[config.mk]
export PLATFORM = sky130hd
export DESIGN_NAME = keypad_loader_flat
export DESIGN_NICKNAME = d
export VERILOG_FILES = /design/src/rtl/keypad_loader_if.sv /design/src/rtl/keypad_loader.sv /design/src/flat_wrapper.sv
export SDC_FILE = /design/constraint.sdc
export NUM_CORES = 1
export LEC_CHECK = 0
export CAP_MARGIN = 20
export CORE_AREA = 2 2 72 74
export CTS_BUF_LIST = sky130_fd_sc_hd__clkbuf_16
export CTS_CLUSTER_DIAMETER = 100
export DETAILED_ROUTE_END_ITERATION = 8
export DIE_AREA = 0 0 74 76
export PLACE_DENSITY_LB_ADDON = 0.3
export SLEW_MARGIN = 10
export SYNTH_ARGS = -nofsm -noshare
export SYNTH_HDL_FRONTEND = slang
export SYNTH_SLANG_ARGS = --single-unit
[constraint.sdc]
create_clock -name clock -period 1.9 [get_ports clock]
set_clock_uncertainty 0.15 [all_clocks]
set_input_delay 0.475 -clock clock [delete_from_list [all_inputs] [get_ports clock]]
set_output_delay 0.475 -clock clock [all_outputs]
set_load 0.005 [all_outputs]
[src/rtl/keypad_loader_if.sv]
// Keypad/button inputs and timer-side load/run/clear signals of the microwave
// front end, bundled as one port.
interface keypad_loader_if;
  logic [9:0] key;
  logic       start;
  logic       stop;
  logic       zero;
  logic [3:0] data;
  logic       loadn;
  logic       en;
  logic       tclearn;
  logic [1:0] digit_count;
  logic       entry_full;

  modport master (
    output key, start, stop, zero,
    input  data, loadn, en, tclearn, digit_count, entry_full
  );

  modport slave (
    input  key, start, stop, zero,
    output data, loadn, en, tclearn, digit_count, entry_full
  );
endinterface

[src/rtl/keypad_loader.sv]
// Microwave front end: debounces keypad digits into the timer load stream and
// turns start/stop edges and the timer zero flag into run enable and clear.
//
// state           | meaning
// ST_IDLE         | waiting for a single valid key
// ST_DEBOUNCE     | same key must stay stable for DEBOUNCE_CYCLES samples
// ST_LOAD         | one-cycle loadn pulse carrying the captured digit
// ST_WAIT_RELEASE | press consumed; wait for all keys released
module keypad_loader #(
  parameter int DEBOUNCE_CYCLES = 4,
  parameter int MAX_DIGITS      = 3
) (
  input logic            clock,
  input logic            clearn,
  keypad_loader_if.slave bus
);

  localparam logic [1:0] ST_IDLE         = 2'd0;
  localparam logic [1:0] ST_DEBOUNCE     = 2'd1;
  localparam logic [1:0] ST_LOAD         = 2'd2;
  localparam logic [1:0] ST_WAIT_RELEASE = 2'd3;

  localparam logic [3:0] DB_LAST = 4'(DEBOUNCE_CYCLES - 1);
  localparam logic [1:0] FULL    = 2'(MAX_DIGITS);

  logic [1:0] state;
  logic [1:0] state_nxt;
  logic [3:0] code;
  logic [3:0] db_cnt;
  logic [3:0] data_q;
  logic       loadn_q;
  logic       en_q;
  logic       tclearn_q;
  logic [1:0] count_q;

  logic       start_d;
  logic       stop_d;
  logic       start_pulse;
  logic       stop_pulse;

  logic [3:0] key_ones;
  logic [3:0] key_code;
  logic       key_valid;
  logic       key_none;
  logic       key_same;

  logic       do_clear;
  logic       do_pause;
  logic       do_run;
  logic       auto_stop;
  logic       db_done;
  logic       do_load;

  always_comb begin
    key_ones = '0;
    key_code = '0;
    for (int i = 0; i < 10; i++) begin
      if (bus.key[i]) begin
        key_ones = key_ones + 4'd1;
        key_code = 4'(i);
      end
    end
    key_valid = (key_ones == 4'd1);
    key_none  = (bus.key == '0);
    key_same  = key_valid && (key_code == code);
  end

  // Stop outranks start; a clear at the same edge as a load suppresses the load.
  always_comb begin
    do_clear  = stop_pulse && !en_q;
    do_pause  = stop_pulse && en_q;
    do_run    = start_pulse && !stop_pulse && !en_q && !bus.zero;
    auto_stop = en_q && bus.zero;
    db_done   = (state == ST_DEBOUNCE) && key_same && (db_cnt == 4'd0);
    do_load   = db_done && !en_q && (count_q < FULL) && !do_clear;
  end

  always_comb begin
    state_nxt = state;
    case (state)
      ST_IDLE: begin
        if (key_valid) state_nxt = ST_DEBOUNCE;
      end
      ST_DEBOUNCE: begin
        if (!key_same)            state_nxt = ST_IDLE;
        else if (db_cnt == 4'd0)  state_nxt = do_load ? ST_LOAD : ST_WAIT_RELEASE;
      end
      ST_LOAD: begin
        state_nxt = ST_WAIT_RELEASE;
      end
      ST_WAIT_RELEASE: begin
        if (key_none) state_nxt = ST_IDLE;
      end
      default: state_nxt = ST_IDLE;
    endcase
  end

  always_ff @(posedge clock or negedge clearn) begin
    if (!clearn) begin
      state  <= ST_IDLE;
      code   <= '0;
      db_cnt <= '0;
    end else begin
      state <= state_nxt;
      if (state == ST_IDLE && key_valid) begin
        code   <= key_code;
        db_cnt <= DB_LAST;
      end else if (state == ST_DEBOUNCE && key_same && db_cnt != 4'd0) begin
        db_cnt <= db_cnt - 4'd1;
      end
    end
  end

  // Edge registers reset high so a button held through reset never fires.
  always_ff @(posedge clock or negedge clearn) begin
    if (!clearn) begin
      start_d     <= 1'b1;
      stop_d      <= 1'b1;
      start_pulse <= 1'b0;
      stop_pulse  <= 1'b0;
    end else begin
      start_d     <= bus.start;
      stop_d      <= bus.stop;
      start_pulse <= bus.start && !start_d;
      stop_pulse  <= bus.stop && !stop_d;
    end
  end

  always_ff @(posedge clock or negedge clearn) begin
    if (!clearn) begin
      data_q    <= '0;
      loadn_q   <= 1'b1;
      en_q      <= 1'b0;
      tclearn_q <= 1'b1;
      count_q   <= '0;
    end else begin
      loadn_q   <= !do_load;
      tclearn_q <= !do_clear;
      if (do_load) data_q <= key_code;

      if (do_pause || auto_stop) en_q <= 1'b0;
      else if (do_run)           en_q <= 1'b1;

      if (do_clear || auto_stop) count_q <= '0;
      else if (do_load)          count_q <= count_q + 2'd1;
    end
  end

  assign bus.data        = data_q;
  assign bus.loadn       = loadn_q;
  assign bus.en          = en_q;
  assign bus.tclearn     = tclearn_q;
  assign bus.digit_count = count_q;
  assign bus.entry_full  = (count_q == FULL);

endmodule

[src/flat_wrapper.sv]
// flat-port wrapper written by rule: the top's interface ports become plain ports
module keypad_loader_flat 
#(
  parameter int DEBOUNCE_CYCLES = 4,
  parameter int MAX_DIGITS      = 3
)
  (clock, clearn, bus_key, bus_start, bus_stop, bus_zero, bus_data, bus_loadn, bus_en, bus_tclearn, bus_digit_count, bus_entry_full);
  keypad_loader_if bus_i ();
  input logic clock;
  input logic clearn;
  input wire logic [$bits(bus_i.key)-1:0] bus_key;
  input wire logic [$bits(bus_i.start)-1:0] bus_start;
  input wire logic [$bits(bus_i.stop)-1:0] bus_stop;
  input wire logic [$bits(bus_i.zero)-1:0] bus_zero;
  output wire logic [$bits(bus_i.data)-1:0] bus_data;
  output wire logic [$bits(bus_i.loadn)-1:0] bus_loadn;
  output wire logic [$bits(bus_i.en)-1:0] bus_en;
  output wire logic [$bits(bus_i.tclearn)-1:0] bus_tclearn;
  output wire logic [$bits(bus_i.digit_count)-1:0] bus_digit_count;
  output wire logic [$bits(bus_i.entry_full)-1:0] bus_entry_full;
  assign bus_i.key = bus_key;
  assign bus_i.start = bus_start;
  assign bus_i.stop = bus_stop;
  assign bus_i.zero = bus_zero;
  assign bus_data = bus_i.data;
  assign bus_loadn = bus_i.loadn;
  assign bus_en = bus_i.en;
  assign bus_tclearn = bus_i.tclearn;
  assign bus_digit_count = bus_i.digit_count;
  assign bus_entry_full = bus_i.entry_full;
  keypad_loader #(.DEBOUNCE_CYCLES(DEBOUNCE_CYCLES), .MAX_DIGITS(MAX_DIGITS)) u_core (.clock(clock), .clearn(clearn), .bus(bus_i));
endmodule
Word-level counts from Yosys, hierarchy flattened:

Index checks and enable logic that the tools add are counted.

* register bits after elaboration: 23
* word-level logic and storage cells: 97
* output and inout bits: 10

* eq/ne operators: 9
* add/subtract/negate cells: 11
* reductions and logical operators: 33
* multiplexer cells: 31
* order comparisons: 1

Operators with widths (count)
* $mux W4: 19
* $add A4 B1 Y4 const B: 8
* $logic_and A1 B1 Y1: 16
* $mux W2: 6
* $logic_not A10 Y1: 1
* $pmux W2 S4: 1
* $logic_not A1 Y1: 7
* $eq A2 B2 Y1 const B: 3
* $reduce_bool A2 Y1: 3
* $mux W1: 5
* $eq A4 B1 Y1 const B: 1
* $eq A4 B4 Y1: 1
* $logic_not A4 Y1: 1
* $ne A2 B1 Y1 const B: 2
* $reduce_bool A4 Y1: 1
* $sub A4 B1 Y4 const B: 1
* $ne A3 B3 Y1 const B: 1
* $reduce_and A3 Y1: 1
* $add A1 B1 Y2 const B: 1
* $add A2 B1 Y2 const B: 1
* $eq A2 B1 Y1 const B: 1
* $logic_not A2 Y1: 1
* $logic_or A1 B1 Y1: 2
* $lt A2 B2 Y1 const B: 1

Logic depth before layout (Yosys ltp):

* word-level depth: 30
* gate-level depth with buffers: 29
* mapped depth without buffers: 29

Worst setup path before layout:

No wires, ideal clock.

* path kind: input -> register
* start: input bus_key[0]
* end: register u_core.code[1]
* stages on the path: 28
* setup time: 128 ps
* slack: -3859 ps
* buffers on the path: 0
* data arrival time: 5481 ps
* required time: 1622 ps
* cells stage by stage: inv_1 ha_1 xor2_1 ha_1 mux2_2 ha_1 nand2_1 nand3_1 ha_1 inv_1 a32o_1 inv_1 ha_1 nand2_1 o21ai_0 ha_1 a21oi_1 o31ai_1 ha_1 nor2_1 nor2_1 ha_1 nand2_1 mux2_4 o32ai_1 o21a_2 nand3_2 mux2_1

* word-level cells in the longest chain between the ends: 21

Ends and longest elaborated chain
* start, declared: RTL line flat_wrapper.sv:11 `input wire logic [$bits(bus_i.key)-1:0] bus_key;`
* $mux W1 (*): RTL line keypad_loader.sv:58 `if (bus.key[i]) begin`
* $add A1 B1 Y2: RTL line keypad_loader.sv:59 `key_ones = key_ones + 4'd1;`
* $mux W4 (*): RTL line keypad_loader.sv:58
* $add A4 B1 Y4: RTL line keypad_loader.sv:59
* $mux W4 (*): RTL line keypad_loader.sv:58
* $add A4 B1 Y4: RTL line keypad_loader.sv:59
* $mux W4 (*): RTL line keypad_loader.sv:58
* $add A4 B1 Y4: RTL line keypad_loader.sv:59
* [... 5 more ...]
* $add A4 B1 Y4: RTL line keypad_loader.sv:59
* $mux W4 (*): RTL line keypad_loader.sv:58
* $add A4 B1 Y4: RTL line keypad_loader.sv:59
* $mux W4 (*): RTL line keypad_loader.sv:58
* $add A4 B1 Y4: RTL line keypad_loader.sv:59
* $mux W4 (*): RTL line keypad_loader.sv:58
* $eq A4 B1 Y1 (*): RTL line keypad_loader.sv:63 `key_valid = (key_ones == 4'd1);`
* $logic_and A1 B1 Y1 (*): RTL line keypad_loader.sv:105 `if (state == ST_IDLE && key_valid) begin`
* end signal, assigned: RTL line keypad_loader.sv:106 `code <= key_code;`
* end, declared: RTL line keypad_loader.sv:28 `logic [3:0] code;`

Every way passes the cells marked *; elsewhere a longest branch is shown, timed or not.
A chain may end at the register's enable or synchronous reset.

Worst setup path after layout:

* start: input bus_key[0]
* end: register u_core.db_cnt[2]

* word-level cells in the longest chain between the ends: 24

Ends and longest elaborated chain
* $mux W1 (*): RTL line keypad_loader.sv:58
* $add A1 B1 Y2: RTL line keypad_loader.sv:59
* $mux W4 (*): RTL line keypad_loader.sv:58
* $add A4 B1 Y4: RTL line keypad_loader.sv:59
* $mux W4 (*): RTL line keypad_loader.sv:58
* $add A4 B1 Y4: RTL line keypad_loader.sv:59
* $mux W4 (*): RTL line keypad_loader.sv:58
* $add A4 B1 Y4: RTL line keypad_loader.sv:59
* [... 7 more ...]
* $add A4 B1 Y4: RTL line keypad_loader.sv:59
* $mux W4 (*): RTL line keypad_loader.sv:58
* $add A4 B1 Y4: RTL line keypad_loader.sv:59
* $mux W4 (*): RTL line keypad_loader.sv:58
* $eq A4 B1 Y1 (*): RTL line keypad_loader.sv:63
* $logic_and A1 B1 Y1: RTL line keypad_loader.sv:65 `key_same = key_valid && (key_code == code);`
* $logic_and A1 B1 Y1 (2 in a row): RTL line keypad_loader.sv:108 `end else if (state == ST_DEBOUNCE && key_same && db_cnt != 4'd0) begin`
* $reduce_bool A2 Y1 (no line)
* end signal, assigned: RTL line keypad_loader.sv:109 `db_cnt <= db_cnt - 4'd1;`
* end, declared: RTL line keypad_loader.sv:29 `logic [3:0] db_cnt;`

Marked as above.

==> metrics.md <==
| Metric | Value |
|---|---|
| Drt drc | 0 |
| Total global-route track usage | between 15 and 20% |
| Clock Pin Slew Worst Setup and Hold Paths | about 0.06 ns |
| EDFF count, synth | 0 |
| Area leader, netlist | dfrtp_1 |
| Vias post-DR | around 1900 |
| Peak supply drop | 848.6 µV |
| Initial Util | 40.24% |
| Placement Cell Area | between 2000 and 3000 µm² |
| Flop pwr share | 17.8% |
| Synth Flop Type | dfrtp_1 |
| HP Class | reg2reg |
| Setup crit end kind | flip-flop |
| Top post-synthesis cells by count | 23 x nand2_1, 19 x dfrtp_1, 16 x nor2_1, 12 x ha_1, 11 x inv_1 |
| FF-to-FF setup slack | -0.30 ns |
| Antenna cell count | 0 |
| Critical Path End | u_core.db_cnt[2] |
| Relative slew slack | 60.72% |
| Switch share | 37.17% |
| Top Ports | 25 |
| Top cell type's share of synthesized area | around a quarter |
| TritonCTS Buffers | 3 |
| Top-count cell post-synth | nand2_1 |
| CTS Hold Buffers Added | 0 |
| Global-route wire length before repair | 8997 µm |
| Final hold violation count | 0 |
| Int Power | ~2.1 mW |
| Number of DRC markers in iteration 0 | 45 |
| Outcome | finished with violations |
| Leak | between 1 and 1.5 nW |
| Port Buffer Count | 24 |
| Final max-slew violation count | 0 |
| Synth Net Count | about 240 |
| WS Path Type | in2reg |
| Total chip power | 3.321 mW |
| Failing checks | setup timing |
| Via-to-Cell Ratio | 4.950 |
| Final setup vio count | 17 |
| Grt ovf | 0 |
| Avg WL per Cell | approximately 14 µm |
| Cell Rows | 26 |
| Async set-reset flop share out of synthesis | 100.0% |
| H-tree levels | 1 |
| Fmax achieved | roughly 180 MHz |
| Critical Path Slowest Stage Cell | o32ai_4 |
| Setup WS pre-CTS | -4.419 ns |
| Hold slack final | roughly 0.34 ns |
| Final antenna-violating net count | 0 |
| Logic pwr share | ~70% |
| DIE WIDTH | around 74 µm |
| CP Max Fanout | 4 |
| Synth cell types | between 50 and 60 |
| Yosys reg bits | 23 |
| Most used cell, CP | ha_4 |
| Placer congestion estimate | around 0.83 |
| Die Y | between 70 and 80 µm |
| PD cells | a little over 1000 nW/µm² |
| Worst Reg-to-Reg Cells | 7 |
| Clk_lat worst skew | approximately 0.26 ns |
| Clock share of power | 14.0% |
| RSZ-0062 raised after global routing | true |
| Cell area after layout | between 3000 and 4000 µm² |
| Vias in the first global route | ~2000 |
| Routed wire length | ~5200 µm |
| TritonCTS clock tree | yes |
| Share of layout cells above drive strength 1 | between 40% and 50% |
| Post-Synthesis Cells | 211 |
| TritonRoute pass-1 iters | 4 |
| Antenna violations before repair | 0 |
| Post-DP HPWL | roughly 4000 µm |
| Layout area overhead | 64.30% |
| Worst setup margin | -3.548 ns |
| CP startpoint | bus_key[0] |
| Period utilisation layout | 286.7% |
| Share of the core filled with cells | 66.12% |
| Largest cells by area after synthesis | dfrtp_1 24%, ha_1 7.6%, dfstp_2 5.3%, xnor2_1 4.4%, nand2_1 4.4% |
| Longest Clk Path Bufs | 2 |
| Clock Sinks | 23 |
| Syn avg cell area | between 9 and 10 µm² |
| Synthesized area | 1977 µm² |
| Seq/Total Area, Yosys | roughly 29% |
| Pin count of the biggest net entering global routing | 24 |
| Crit Reg-Reg Startpoint | u_core.code[2] |
| Max incr delay on CP | between 0.3 and 0.4 ns |
| Die Area | roughly 5600 µm² |
| Yosys Warn Count | 0 |
| Core Footprint | ~4900 µm² |
| Worst Path Arrival | between 5 and 6 ns |
| Final net count | ~340 |
| Fin crit period | between 5 and 6 ns |
| Slew @ Worst Pin | 0.5842 ns |
| MaxCap Viol Count | 0 |
| Startpoint types | primary input |
| R2r endpoint | u_core.bus.data[2] |
| Root Driver | clkbuf_16 |
| NetSw | 1.235 mW |
| Worst Path Required | ~1.9 ns |
-- flip-flops by register name (all words and copies together) (netlist names), named ones only --
| register | cells |
|---|---|
| u_core.bus.data | 4 |
| u_core.bus.digit_count | 2 |
| u_core.bus.en | 1 |
| u_core.bus.loadn | 1 |
| u_core.bus.tclearn | 1 |
| u_core.code | 4 |
| u_core.db_cnt | 4 |
| u_core.start_d | 1 |
| u_core.start_pulse | 1 |
| u_core.state | 1 |
| u_core.stop_d | 1 |
| u_core.stop_pulse | 1 |
-- layout by cell type, fill, tap and decap left out, types with 6 or more instances in the layout --
cell             netlist  final
a21oi_1                9      7
buf_4                  1     76
buf_6                  1      6
clkdlybuf4s50_1        0     18
dfrtp_1               19     19
inv_1                 11      7
nand2_1               23     20
nand3_1                7      6
nor2_1                16     13
xnor2_1               10     10
-- metal layers --
layer / global-route usage, % / vias up / wire length (µm)
li1: - / 963 / -
met3: 2.116 / 11 / 150
met2: 36.25 / 32 / 2804
met1: 23.44 / 890 / 2173
met4: 6.727 / 0 / 108
met5: 0 / - / 0
-- cell families (layout without fill, tap and decap cells) --
family / Yosys count / in the layout / share of synthesized area [%]
multiplexers: 11 / 11 / 6.392
buffers and inverters: 19 / 121 / 4.304
AO/OA/AOI/OAI: 42 / 42 / 16.08
AND/OR/NAND/NOR: 82 / 82 / 21.71
adder cells (fa/ha/maj): 12 / 12 / 7.595
XOR/XNOR: 22 / 22 / 14.56
flip-flops: 23 / 23 / 29.37
-- layout make-up --
class	instances	area, µm²
Multi-Input combinational cell	169	1544
Clock inverter	1	7.507
Clock buffer	3	75.07
Inverter	11	58.81
Sequential cell	23	580.6
Fill cell	382	1664
Timing Repair Buffer	106	894.6
Tap cell	70	87.58
-- per-stage QoR --
step,TNS [ns],cells
detailed placement,-73.95,368
floorplan,-60.16,211
CTS,-59.62,380
global placement,-72.05,368
global route,-63.20,383
finish,-59.48,383
-- worst min path at each step --
stage | to | from | slack, ns | cells after the start
final | u_core.stop_pulse | u_core.stop_d | 0.34 | 1
after global routing | u_core.start_pulse | u_core.start_d | 0.37 | 1
after detailed placement | u_core.stop_pulse | u_core.stop_d | 0.33 | 1
after floorplan | asynchronous set/reset pin | clearn | 0.03 | 0
after global placement | u_core.stop_pulse | u_core.stop_d | 0.32 | 1
after CTS | u_core.stop_pulse | u_core.stop_d | 0.35 | 1
-- repair_timing --
| action | 4_1_cts | 5_1_grt |
|---|---|---|
| setup buffers | 8 | 4 |
| gates resized for setup | 37 | 19 |
| pin swaps | 19 | 20 |
| endpoints found under the setup margin | 19 | 19 |
-- power groups by stage --
stage / Clock (mW) / Combinational [mW] / Sequential [mW]
floorplan: 0 / 1.14 / 0.595
global placement: 0 / 1.74 / 0.596
detailed placement: 0 / 1.78 / 0.600
CTS: 0.476 / 2.06 / 0.591
global route: 0.497 / 2.47 / 0.600
finish: 0.463 / 2.27 / 0.591
-- worst max-delay path, delay by kind of cell --
kind            cells  cell delay [ns]
fa+ha+maj           8             2.05
compound gates      8             1.47
buf+inv             5             0.36
xor+xnor            1             0.15
simple gates        6             0.38
mux                 2             0.55
(Power assumes the default switching activity.)
